`config.mk`:
```
export PLATFORM = sky130hd
export DESIGN_NAME = reverb_tap_scheduler
export DESIGN_NICKNAME = d
export VERILOG_FILES = /design/src/rtl/reverb_pkg.sv /design/src/rtl/reverb_tap_addr.sv /design/src/rtl/reverb_tap_scheduler.sv
export SDC_FILE = /design/constraint.sdc
export NUM_CORES = 1
export LEC_CHECK = 0
export ABC_AREA = 1
export BUFFER_PORTS_ARGS = -buffer_cell sky130_fd_sc_hd__buf_2
export CELL_PAD_IN_SITES_DETAIL_PLACEMENT = 1
export CELL_PAD_IN_SITES_GLOBAL_PLACEMENT = 1
export CORE_ASPECT_RATIO = 0.8
export CORE_MARGIN = 8
export CORE_UTILIZATION = 39
export CTS_BUF_LIST = sky130_fd_sc_hd__clkbuf_8
export DETAILED_ROUTE_END_ITERATION = 7
export PLACE_DENSITY_LB_ADDON = 0.05
export SYNTH_ARGS = -nofsm -noshare
export SYNTH_HDL_FRONTEND = slang
export SYNTH_HIERARCHICAL = 1
export SYNTH_SLANG_ARGS = --single-unit
```
`constraint.sdc`:
```
create_clock -name clk -period 7.8 [get_ports clk]
set_input_delay 1.17 -clock clk [delete_from_list [all_inputs] [get_ports clk]]
set_output_delay 1.17 -clock clk [all_outputs]
set_load 0.05 [all_outputs]
```
`src/rtl/reverb_pkg.sv`:
```
`default_nettype none
// ============================================================================
// reverb_pkg : shared constants and FSM encoding for the reverb tap scheduler
// Rev 1.0
// ============================================================================
package reverb_pkg;

    localparam int NUM_TAPS   = 4;
    localparam int TAP_BASE_W = 12;
    localparam int TAP_IDX_W  = $clog2(NUM_TAPS);

    // Comb-line base delays, entry 0 in the least significant slot
    localparam logic [NUM_TAPS-1:0][TAP_BASE_W-1:0] TAP_BASE =
        {12'd1356, 12'd1277, 12'd1188, 12'd1116};

    typedef enum logic [2:0] {
        IDLE    = 3'd0,
        RD_REQ  = 3'd1,
        RD_WAIT = 3'd2,
        WR_REQ  = 3'd3,
        DONE    = 3'd4
    } state_e;

endpackage
`default_nettype wire

```
`src/rtl/reverb_tap_addr.sv`:
```
`default_nettype none
// ============================================================================
// reverb_tap_addr : scales one tap's base delay by room size, clamps, and
//                   turns it into a circular-buffer read address
// Rev 1.0
// ============================================================================
module reverb_tap_addr
    import reverb_pkg::*;
#(
    parameter int ADDR_W  = 12,
    parameter int PARAM_W = 8
) (
    input  logic [TAP_IDX_W-1:0] tap_k,
    input  logic [PARAM_W-1:0]   size,
    input  logic [ADDR_W-1:0]    wr_ptr,
    output logic [ADDR_W-1:0]    addr
);

    localparam int PROD_W = ADDR_W + PARAM_W + 1;

    logic [PROD_W-1:0] base_ext;
    logic [PROD_W-1:0] scale_ext;
    logic [PROD_W-1:0] prod;
    logic [ADDR_W-1:0] tap_delay;

    always_comb begin
        base_ext  = PROD_W'(TAP_BASE[tap_k]);
        scale_ext = PROD_W'(size) + PROD_W'(1);
        prod      = base_ext * scale_ext;
        // (size+1) <= 2^PARAM_W, so the shifted product always fits ADDR_W bits
        tap_delay = ADDR_W'(prod >> PARAM_W);
        if (tap_delay == '0) begin
            tap_delay = ADDR_W'(1);
        end
        addr = wr_ptr - tap_delay;
    end

endmodule
`default_nettype wire

```
`src/rtl/reverb_tap_scheduler.sv`:
```
`default_nettype none
// ============================================================================
// reverb_tap_scheduler : per-sample read of NUM_TAPS delayed taps followed by
//                        one write into the shared single-port delay RAM
// Rev 1.0
// ============================================================================
module reverb_tap_scheduler
    import reverb_pkg::*;
#(
    parameter int DATA_W  = 16,
    parameter int PARAM_W = 8,
    parameter int ADDR_W  = 12
) (
    input  logic                 clk,
    input  logic                 reset_n,
    input  logic                 sample_en,
    input  logic [DATA_W-1:0]    wr_data,
    input  logic [PARAM_W-1:0]   fx_size,
    output logic                 mem_req,
    output logic                 mem_we,
    output logic [ADDR_W-1:0]    mem_addr,
    output logic [DATA_W-1:0]    mem_wdata,
    input  logic                 mem_gnt,
    input  logic                 mem_rvalid,
    input  logic [DATA_W-1:0]    mem_rdata,
    output logic                 tap_valid,
    output logic [TAP_IDX_W-1:0] tap_idx,
    output logic [DATA_W-1:0]    tap_data,
    output logic                 frame_done,
    output logic                 busy,
    output logic                 overrun
);

    localparam logic [TAP_IDX_W-1:0] LAST_TAP = TAP_IDX_W'(NUM_TAPS - 1);

    state_e               state_q, state_d;
    logic [TAP_IDX_W-1:0] k_q, k_d;
    logic [PARAM_W-1:0]   size_q, size_d;
    logic [DATA_W-1:0]    sample_q, sample_d;
    logic [ADDR_W-1:0]    wr_ptr_q, wr_ptr_d;
    logic                 mem_req_q, mem_req_d;
    logic                 mem_we_q, mem_we_d;
    logic [ADDR_W-1:0]    mem_addr_q, mem_addr_d;
    logic [DATA_W-1:0]    mem_wdata_q, mem_wdata_d;
    logic                 tap_valid_q, tap_valid_d;
    logic [TAP_IDX_W-1:0] tap_idx_q, tap_idx_d;
    logic [DATA_W-1:0]    tap_data_q, tap_data_d;
    logic                 frame_done_q, frame_done_d;
    logic                 busy_q, busy_d;
    logic                 overrun_q, overrun_d;
    logic [ADDR_W-1:0]    tap_addr;
    logic                 mem_grant;

    assign mem_grant = mem_req_q & mem_gnt;

    // Fed from next-state values so the request address is ready the cycle RD_REQ begins
    reverb_tap_addr #(
        .ADDR_W  (ADDR_W),
        .PARAM_W (PARAM_W)
    ) u_tap_addr (
        .tap_k  (k_d),
        .size   (size_d),
        .wr_ptr (wr_ptr_q),
        .addr   (tap_addr)
    );

    always_comb begin
        state_d     = state_q;
        k_d         = k_q;
        size_d      = size_q;
        sample_d    = sample_q;
        wr_ptr_d    = wr_ptr_q;
        tap_valid_d = 1'b0;
        tap_idx_d   = tap_idx_q;
        tap_data_d  = tap_data_q;
        overrun_d   = overrun_q | (sample_en & (state_q != IDLE));

        case (state_q)
            IDLE: begin
                if (sample_en) begin
                    size_d   = fx_size;
                    sample_d = wr_data;
                    k_d      = '0;
                    state_d  = RD_REQ;
                end
            end
            RD_REQ: begin
                if (mem_grant) begin
                    state_d = RD_WAIT;
                end
            end
            RD_WAIT: begin
                if (mem_rvalid) begin
                    tap_valid_d = 1'b1;
                    tap_idx_d   = k_q;
                    tap_data_d  = mem_rdata;
                    if (k_q == LAST_TAP) begin
                        state_d = WR_REQ;
                    end else begin
                        k_d     = k_q + 1'b1;
                        state_d = RD_REQ;
                    end
                end
            end
            WR_REQ: begin
                if (mem_grant) begin
                    state_d = DONE;
                end
            end
            DONE: begin
                wr_ptr_d = wr_ptr_q + 1'b1;
                state_d  = IDLE;
            end
            default: state_d = IDLE;
        endcase
    end

    always_comb begin
        busy_d       = (state_d != IDLE);
        frame_done_d = (state_d == DONE);
        mem_req_d    = (state_d == RD_REQ) || (state_d == WR_REQ);
        mem_we_d     = (state_d == WR_REQ);
        mem_addr_d   = mem_addr_q;
        mem_wdata_d  = mem_wdata_q;
        if (state_d == RD_REQ) begin
            mem_addr_d = tap_addr;
        end else if (state_d == WR_REQ) begin
            mem_addr_d  = wr_ptr_q;
            mem_wdata_d = sample_d;
        end
    end

    always_ff @(posedge clk) begin
        if (!reset_n) begin
            state_q      <= IDLE;
            k_q          <= '0;
            size_q       <= '0;
            sample_q     <= '0;
            wr_ptr_q     <= '0;
            mem_req_q    <= 1'b0;
            mem_we_q     <= 1'b0;
            mem_addr_q   <= '0;
            mem_wdata_q  <= '0;
            tap_valid_q  <= 1'b0;
            tap_idx_q    <= '0;
            tap_data_q   <= '0;
            frame_done_q <= 1'b0;
            busy_q       <= 1'b0;
            overrun_q    <= 1'b0;
        end else begin
            state_q      <= state_d;
            k_q          <= k_d;
            size_q       <= size_d;
            sample_q     <= sample_d;
            wr_ptr_q     <= wr_ptr_d;
            mem_req_q    <= mem_req_d;
            mem_we_q     <= mem_we_d;
            mem_addr_q   <= mem_addr_d;
            mem_wdata_q  <= mem_wdata_d;
            tap_valid_q  <= tap_valid_d;
            tap_idx_q    <= tap_idx_d;
            tap_data_q   <= tap_data_d;
            frame_done_q <= frame_done_d;
            busy_q       <= busy_d;
            overrun_q    <= overrun_d;
        end
    end

    assign mem_req    = mem_req_q;
    assign mem_we     = mem_we_q;
    assign mem_addr   = mem_addr_q;
    assign mem_wdata  = mem_wdata_q;
    assign tap_valid  = tap_valid_q;
    assign tap_idx    = tap_idx_q;
    assign tap_data   = tap_data_q;
    assign frame_done = frame_done_q;
    assign busy       = busy_q;
    assign overrun    = overrun_q;

endmodule
`default_nettype wire

```
# --- Word level (Yosys, flattened, before mapping) ---
# Index checks and enable logic that the tools add are counted.
totals:
  register_bits: 93
  output_inout_bits: 52
classes:
  reduce_logical: 9
  bitwise_logic: 4
  order_cmp: 1
  n_eq_ne: 8
  n_mul: 1
  addsub: 4
  mux: 20
op_table:
  columns: ["op", "count"]
  rows:
  - ["two-way mux 12 bit", 4]
  - ["two-way mux 16 bit", 2]
  - ["binary-select mux 12 bit (select 2 bit)", 1]
  - ["multiplier 12 x 21 -> 20 bit", 1]
  - ["two-way mux 8 bit", 2]
  - ["adder 12 x 1 -> 12 bit, second input constant", 1]
  - ["zero test 12 bit", 1]
  - ["two-way mux 3 bit", 4]
  - ["case mux 3 bit (4 select lines)", 1]
  - ["subtractor 12 bit", 1]
  - ["adder 8 x 1 -> 9 bit, second input constant", 1]
  - ["== test 3 x 2 -> 1 bit, second input constant", 3]
  - ["two-way mux 2 bit", 4]
  - ["== test 3 x 1 -> 1 bit, second input constant", 2]
  - ["== test 3 bit, second input constant", 2]
  - ["AND reduction 2 bit", 3]
  - ["nonzero test 3 bit", 2]
  - ["case mux 2 bit (2 select lines)", 1]
  - ["zero test 3 bit", 1]
  - ["less-than comparator 2 x 3 -> 1 bit, second input constant", 1]
  - ["adder 2 x 1 -> 2 bit, second input constant", 1]
  - ["AND 1 bit", 2]
  - ["== test 2 bit, second input constant", 1]
  - ["nonzero test 2 bit", 1]
  - ["other kinds (4)", 4]

# --- Depth between registers and ports, before layout ---
logic_depth:
  ltp_word: 11
  ltp_mapped: 50
  ltp_nobuf: 50

# --- Modules after synthesis ---
# The synthesis kept the hierarchy.
modules_own_cells:
  columns: ["module", "area_each_um2", "cells_per_inst", "seq_area_each_um2", "instances"]
  rows:
  - ["reverb_tap_scheduler", 4001.3, 557, 1861.8, 1]
  - ["reverb_tap_addr", 3419.5, 491, 0.0, 1]

# --- Worst setup path after synthesis ---
# No wires, ideal clock.
synth_path:
  kind: "in2reg"
  start: "input port sample_en"
  end: "register mem_addr_q[8], in the netlist mem_addr[8]"
  setup_slack_ps: 205
  path_buffers: 2
  cell_stages: 42
  t_arrival_ps: 7530
  cell_sequence: "nand3_4 -> inv_2 -> buf_2 -> buf_2 -> a21oi_1 -> ha_1 -> nand2_1 -> nor2_1 -> inv_1 -> nor2_2 -> inv_2 -> o21ai_0 -> nand2_1 -> nor2_1 -> fa_1 -> fa_1 -> fa_1 -> inv_1 -> [... 6 more ...] -> and2_1 -> nor2_1 -> nor2_1 -> nand3_1 -> nand3_1 -> nor2_1 -> nand3_1 -> nand2_1 -> ha_1 -> fa_1 -> inv_1 -> a21oi_1 -> o211ai_1 -> xor2_1 -> inv_1 -> nor2_1 -> nor2_1 -> nor2_1"
synth_between:
  word_cells_on_any_way: 17
synth_rtl:
  columns: ["item", "line_no", "source"]
  rows:
  - ["start, declared", "reverb_tap_scheduler.sv:16", "input logic sample_en,"]
  - ["two-way mux 8 bit (*)", "reverb_tap_scheduler.sv:80", "if (sample_en) begin"]
  - ["two-way mux 8 bit (*)", "reverb_tap_scheduler.sv:78", "case (state_q)"]
  - ["net size_d[0]", "reverb_tap_scheduler.sv:38", "logic [PARAM_W-1:0] size_q, size_d;"]
  - ["adder 8 x 1 -> 9 bit (*)", "reverb_tap_addr.sv:28", "scale_ext = PROD_W'(size) + PROD_W'(1);"]
  - ["multiplier 12 x 21 -> 20 bit (*)", "reverb_tap_addr.sv:29", "prod = base_ext * scale_ext;"]
  - ["zero test 12 bit", "reverb_tap_addr.sv:32", "if (tap_delay == '0) begin"]
  - ["two-way mux 12 bit (*)", "reverb_tap_addr.sv:32", null]
  - ["subtractor 12 bit (*)", "reverb_tap_addr.sv:35", "addr = wr_ptr - tap_delay;"]
  - ["net tap_addr[8]", "reverb_tap_scheduler.sv:51", "logic [ADDR_W-1:0] tap_addr;"]
  - ["two-way mux 12 bit (*)", "reverb_tap_scheduler.sv:125", "if (state_d == RD_REQ) begin"]
  - ["end signal, assigned", "reverb_tap_scheduler.sv:158", "mem_addr_q <= mem_addr_d;"]
  - ["end, declared", "reverb_tap_scheduler.sv:43", "logic [ADDR_W-1:0] mem_addr_q, mem_addr_d;"]
# The timed path passes the listed nets; every way through them passes the cells marked *. The select of a mux whose other input is x is not followed.
# A chain may end at the register's enable or synchronous reset.

# --- Worst setup path after layout ---
layout_path:
  start: "input port sample_en"
  end: "register mem_addr_q[4], in the netlist mem_addr[4]"
# The elaborated chain is that of the path after synthesis.

==> run_results.csv <==
group,metric,value,unit
global_routing,grt_pass1_wl,36200,um
synthesis,netlist-cell-type-count,42,
sta,period_share,95.2,%
global_routing,grt_usage,18.6,%
floorplanning,rows,45,
synthesis,seq_area_frac_synth,25.1,%
final_layout,drive_gt1_share,24.8,%
final_layout,area_growth,26.0,%
synthesis,synth_edf_count,0,
critical_path,cp.required,8.10,ns
sta,finClkSkew,0.0146,ns
critical_path,crit_path_end_kind,"flip-flop",
drt,ant_nets,0,
drt,routed_wl,21800,um
power_and_ir_drop,intPower,2.02,mW
drt,routedWlPerCell,14.6,um
floorplanning,die_area,23700,um2
drt,first_pass_iters,4,
sta,setup_viol,0,
clocking,htreeDepth,3,
floorplanning,num_io_pins,97,
critical_path,critPathMaxFanout,8,
drt,drcViolationCount,0,
floorplanning,core_area,18800,um2
run_status,status,"complete, no violations",
drt,viasPerCell,4.68,
clocking,insertion_delay,0.36,ns
sta,fin_tns_setup,0,ns
power_and_ir_drop,clock_power_share,9.8,%
clocking,cts_buffers,9,
power_and_ir_drop,powerDensity,405,nW/um2
critical_path,max_stage_delay,0.55,ns
placement,hpwl,17900,um
power_and_ir_drop,comb_power_share,76.3,%
sta,tightest_slew,0.659,ns
global_routing,grt_max_degree,43,
critical_path,worstSetupPathType,"in -> reg",
synthesis,syn_inst,1048,
sta,slew_violations,0,
critical_path,cp_data_arrival_time,7.73,ns
synthesis,ys_ff_latch,93,
synthesis,avgSynthCellArea,7.08,um2
power_and_ir_drop,swShare,46.6,%
final_layout,diodes,0,
sta,max_slew_margin,56.0,%
sta,finalCriticalPeriod,7.43,ns
power_and_ir_drop,ir_worst_vdd,299,uV
run,max_cap_viol_count,0,
floorplanning,start_util,39.5,%
power_and_ir_drop,p_leak,4.93,nW
global_routing,grt_pass1_vias,7241,
power_and_ir_drop,design_power_total,3.79,mW
placement,place.gp.congestion,0.831,
power_and_ir_drop,p_sw,1.76,mW
synthesis,ys.flop_type,"dfxtp_1",
critical_path,crit_slowest_cell,"fa_1",
clocking,clockBufferDepth,2,
placement,port_buffers,96,
drt,first_iter_violations,242,
floorplanning,die_x,170,um
synthesis,syn-cell-area,7420,um2
global_routing,antenna_found_initial,0,
global_routing,grt-ovfl-total,0,
clocking,clkSlewWorstSetupHoldPaths,0.10,ns
clocking,cts_tree,"built",
sta,fmax,135,MHz
critical_path,start_kind,"input pin",
synthesis,synth_async_sr_flop_share,0,%
drt,num_vias,6981,
clocking,cts.sinks,93,
floorplanning,die_y,139,um
sta,rsz0062_at_grt,"true",
worst_hold_path,min_path_type,"reg -> reg",
synthesis,synth.yosys.warnings,6,
final_layout,fin_nets,1385,
power_and_ir_drop,seq_power_share,13.9,%
sta,hold_viol,0,
clocking,root_buffer,"clkbuf_8",
synthesis,syn_nets,1201,
-- path summary, 6_finish.rpt --
path | from | endpoint | slack [ns] | depth (start not counted)
max | sample_en | mem_addr[4] | 0.37 | 42
min reg2reg | tap_data[15] | tap_data[15] | 0.45 | 2
max reg2reg | state_q[2] | mem_addr[4] | 0.69 | 42
min | tap_data[15] | tap_data[15] | 0.45 | 2
-- critical path: cells and delay by family --
family,cells,cell delay (ns)
and+or+nand+nor,20,1.98
adders and majority gates,8,3.02
AOI/OAI and AO/OA,2,0.39
xor gates and xnor gates,1,0.18
buffers and inverters,11,0.94
-- cell usage after synthesis (2+ instances only) --
| cell | n | area share [%] |
|---|---|---|
| buf_4 | 2 | 0.20 |
| nand3b_1 | 5 | 0.51 |
| nor2_4 | 5 | 0.76 |
| nor2_1 | 128 | 6.5 |
| nor3_1 | 8 | 0.54 |
| o21a_1 | 15 | 1.5 |
| or2_1 | 3 | 0.25 |
| clkbuf_1 | 11 | 0.56 |
| ha_1 | 63 | 11 |
| fa_1 | 45 | 12 |
| a211oi_1 | 7 | 0.71 |
| a211oi_2 | 2 | 0.34 |
| nand2_2 | 5 | 0.42 |
| buf_1 | 2 | 0.10 |
| nand4_1 | 17 | 1.4 |
| xnor2_1 | 9 | 1.1 |
| or2_2 | 7 | 0.59 |
| nand3_2 | 4 | 0.54 |
| inv_2 | 5 | 0.25 |
| xor2_1 | 7 | 0.83 |
| buf_2 | 11 | 0.74 |
| and2_1 | 4 | 0.34 |
| nor2_2 | 5 | 0.42 |
| nand3_1 | 42 | 2.8 |
| a21oi_1 | 66 | 4.5 |
| nand3_4 | 3 | 0.71 |
| dfxtp_1 | 93 | 25 |
| nand2_1 | 207 | 10 |
| inv_1 | 224 | 11 |
| o21ai_0 | 31 | 2.1 |
-- per-layer routing --
metal | wire (um) | global-route usage, % | share of wire [%] | vias to the layer above
met5 | 0 | 0 | 0 | -
met4 | 146 | 2.21 | 0.67 | 0
met3 | 1080 | 3.65 | 5.0 | 9
met2 | 9850 | 29.5 | 45 | 105
met1 | 10700 | 26.3 | 49 | 3293
li1 | - | - | - | 3574
-- cell type report --
type                       instances  area (um2)
multi-input combinational        698        4800
timing repair buffer             200        1270
sequential                        93        1860
clock buffer                       9         124
fill                            2472        9450
tap                              258         323
inverter                         230         871
clock inverter                     5         103
-- flip-flops by register name, indices dropped and copies added, names as in the netlist --
| name | cells |
|---|---|
| frame_done | 1 |
| mem_we | 1 |
| tap_idx | 2 |
| sample_q | 16 |
| state_q | 3 |
| tap_valid | 1 |
| size_q | 8 |
| k_q | 2 |
| wr_ptr_q | 12 |
| busy | 1 |
| mem_wdata | 16 |
| mem_addr | 12 |
| tap_data | 16 |
| mem_req | 1 |
| overrun | 1 |
-- power by group through the flow --
| stage | Sequential [mW] | Combinational [mW] | Clock, mW |
|---|---|---|---|
| after global placement | 0.537 | 2.57 | 0 |
| final | 0.526 | 2.89 | 0.371 |
| after CTS | 0.526 | 2.63 | 0.385 |
| after floorplan | 0.605 | 1.53 | 0 |
| after detailed placement | 0.537 | 2.61 | 0 |
| after global routing | 0.529 | 3.23 | 0.402 |
-- cells in the final DEF, fill, tap and decap left out, types with 7 or more instances in the layout --
cell | netlist | final
clkbuf_8 | 0 | 9
fa_1 | 45 | 43
or2_2 | 7 | 7
inv_1 | 224 | 219
buf_4 | 2 | 102
ha_1 | 63 | 53
xor2_1 | 7 | 7
nor2_2 | 5 | 10
nand2_2 | 5 | 11
nand2_1 | 207 | 201
a21oi_1 | 66 | 54
nor2_4 | 5 | 8
ha_4 | 0 | 7
o21a_1 | 15 | 15
a211oi_1 | 7 | 7
xnor2_1 | 9 | 9
nand3_1 | 42 | 42
nand4_1 | 17 | 17
dfxtp_1 | 93 | 93
o21ai_0 | 31 | 27
inv_2 | 5 | 10
nor2_1 | 128 | 120
buf_2 | 11 | 96
a21oi_2 | 1 | 12
-- metrics by stage --
| step | worst slack [ns] | std cells | hold slack, ns | area, um2 | utilization (%) |
|---|---|---|---|---|---|
| floorplan | 0.205 | 1048 | 0.482 | 7420 | - |
| CTS | 0.0178 | 1483 | 0.450 | 9030 | 48.0 |
| global placement | -0.227 | 1469 | 0.430 | 8800 | 46.8 |
| finish | 0.372 | 1493 | 0.446 | 9350 | 49.7 |
| detailed placement | -0.330 | 1469 | 0.436 | 8800 | 46.8 |
| global route | -0.0944 | 1493 | 0.458 | 9350 | 49.7 |
-- timing repair --
| action | CTS | global route |
|---|---|---|
| resized for setup | 0 | 67 |
| endpoints found under the setup margin | 0 | 11 |
| setup buffers | 0 | 10 |
| hold buffers | 0 | 0 |
-- logic make-up (layout without fill, tap and decap cells) --
| logic type | after synthesis | after routing | synth area share (%) |
|---|---|---|---|
| simple gates | 445 | 445 | 26.6 |
| flops | 93 | 93 | 25.1 |
| fa+ha+maj | 108 | 108 | 22.8 |
| compound gates | 127 | 127 | 9.71 |
| buf+inv | 257 | 444 | 13.4 |
| xor+xnor | 18 | 18 | 2.41 |
No activity file was read; power rests on OpenSTA's default activity.
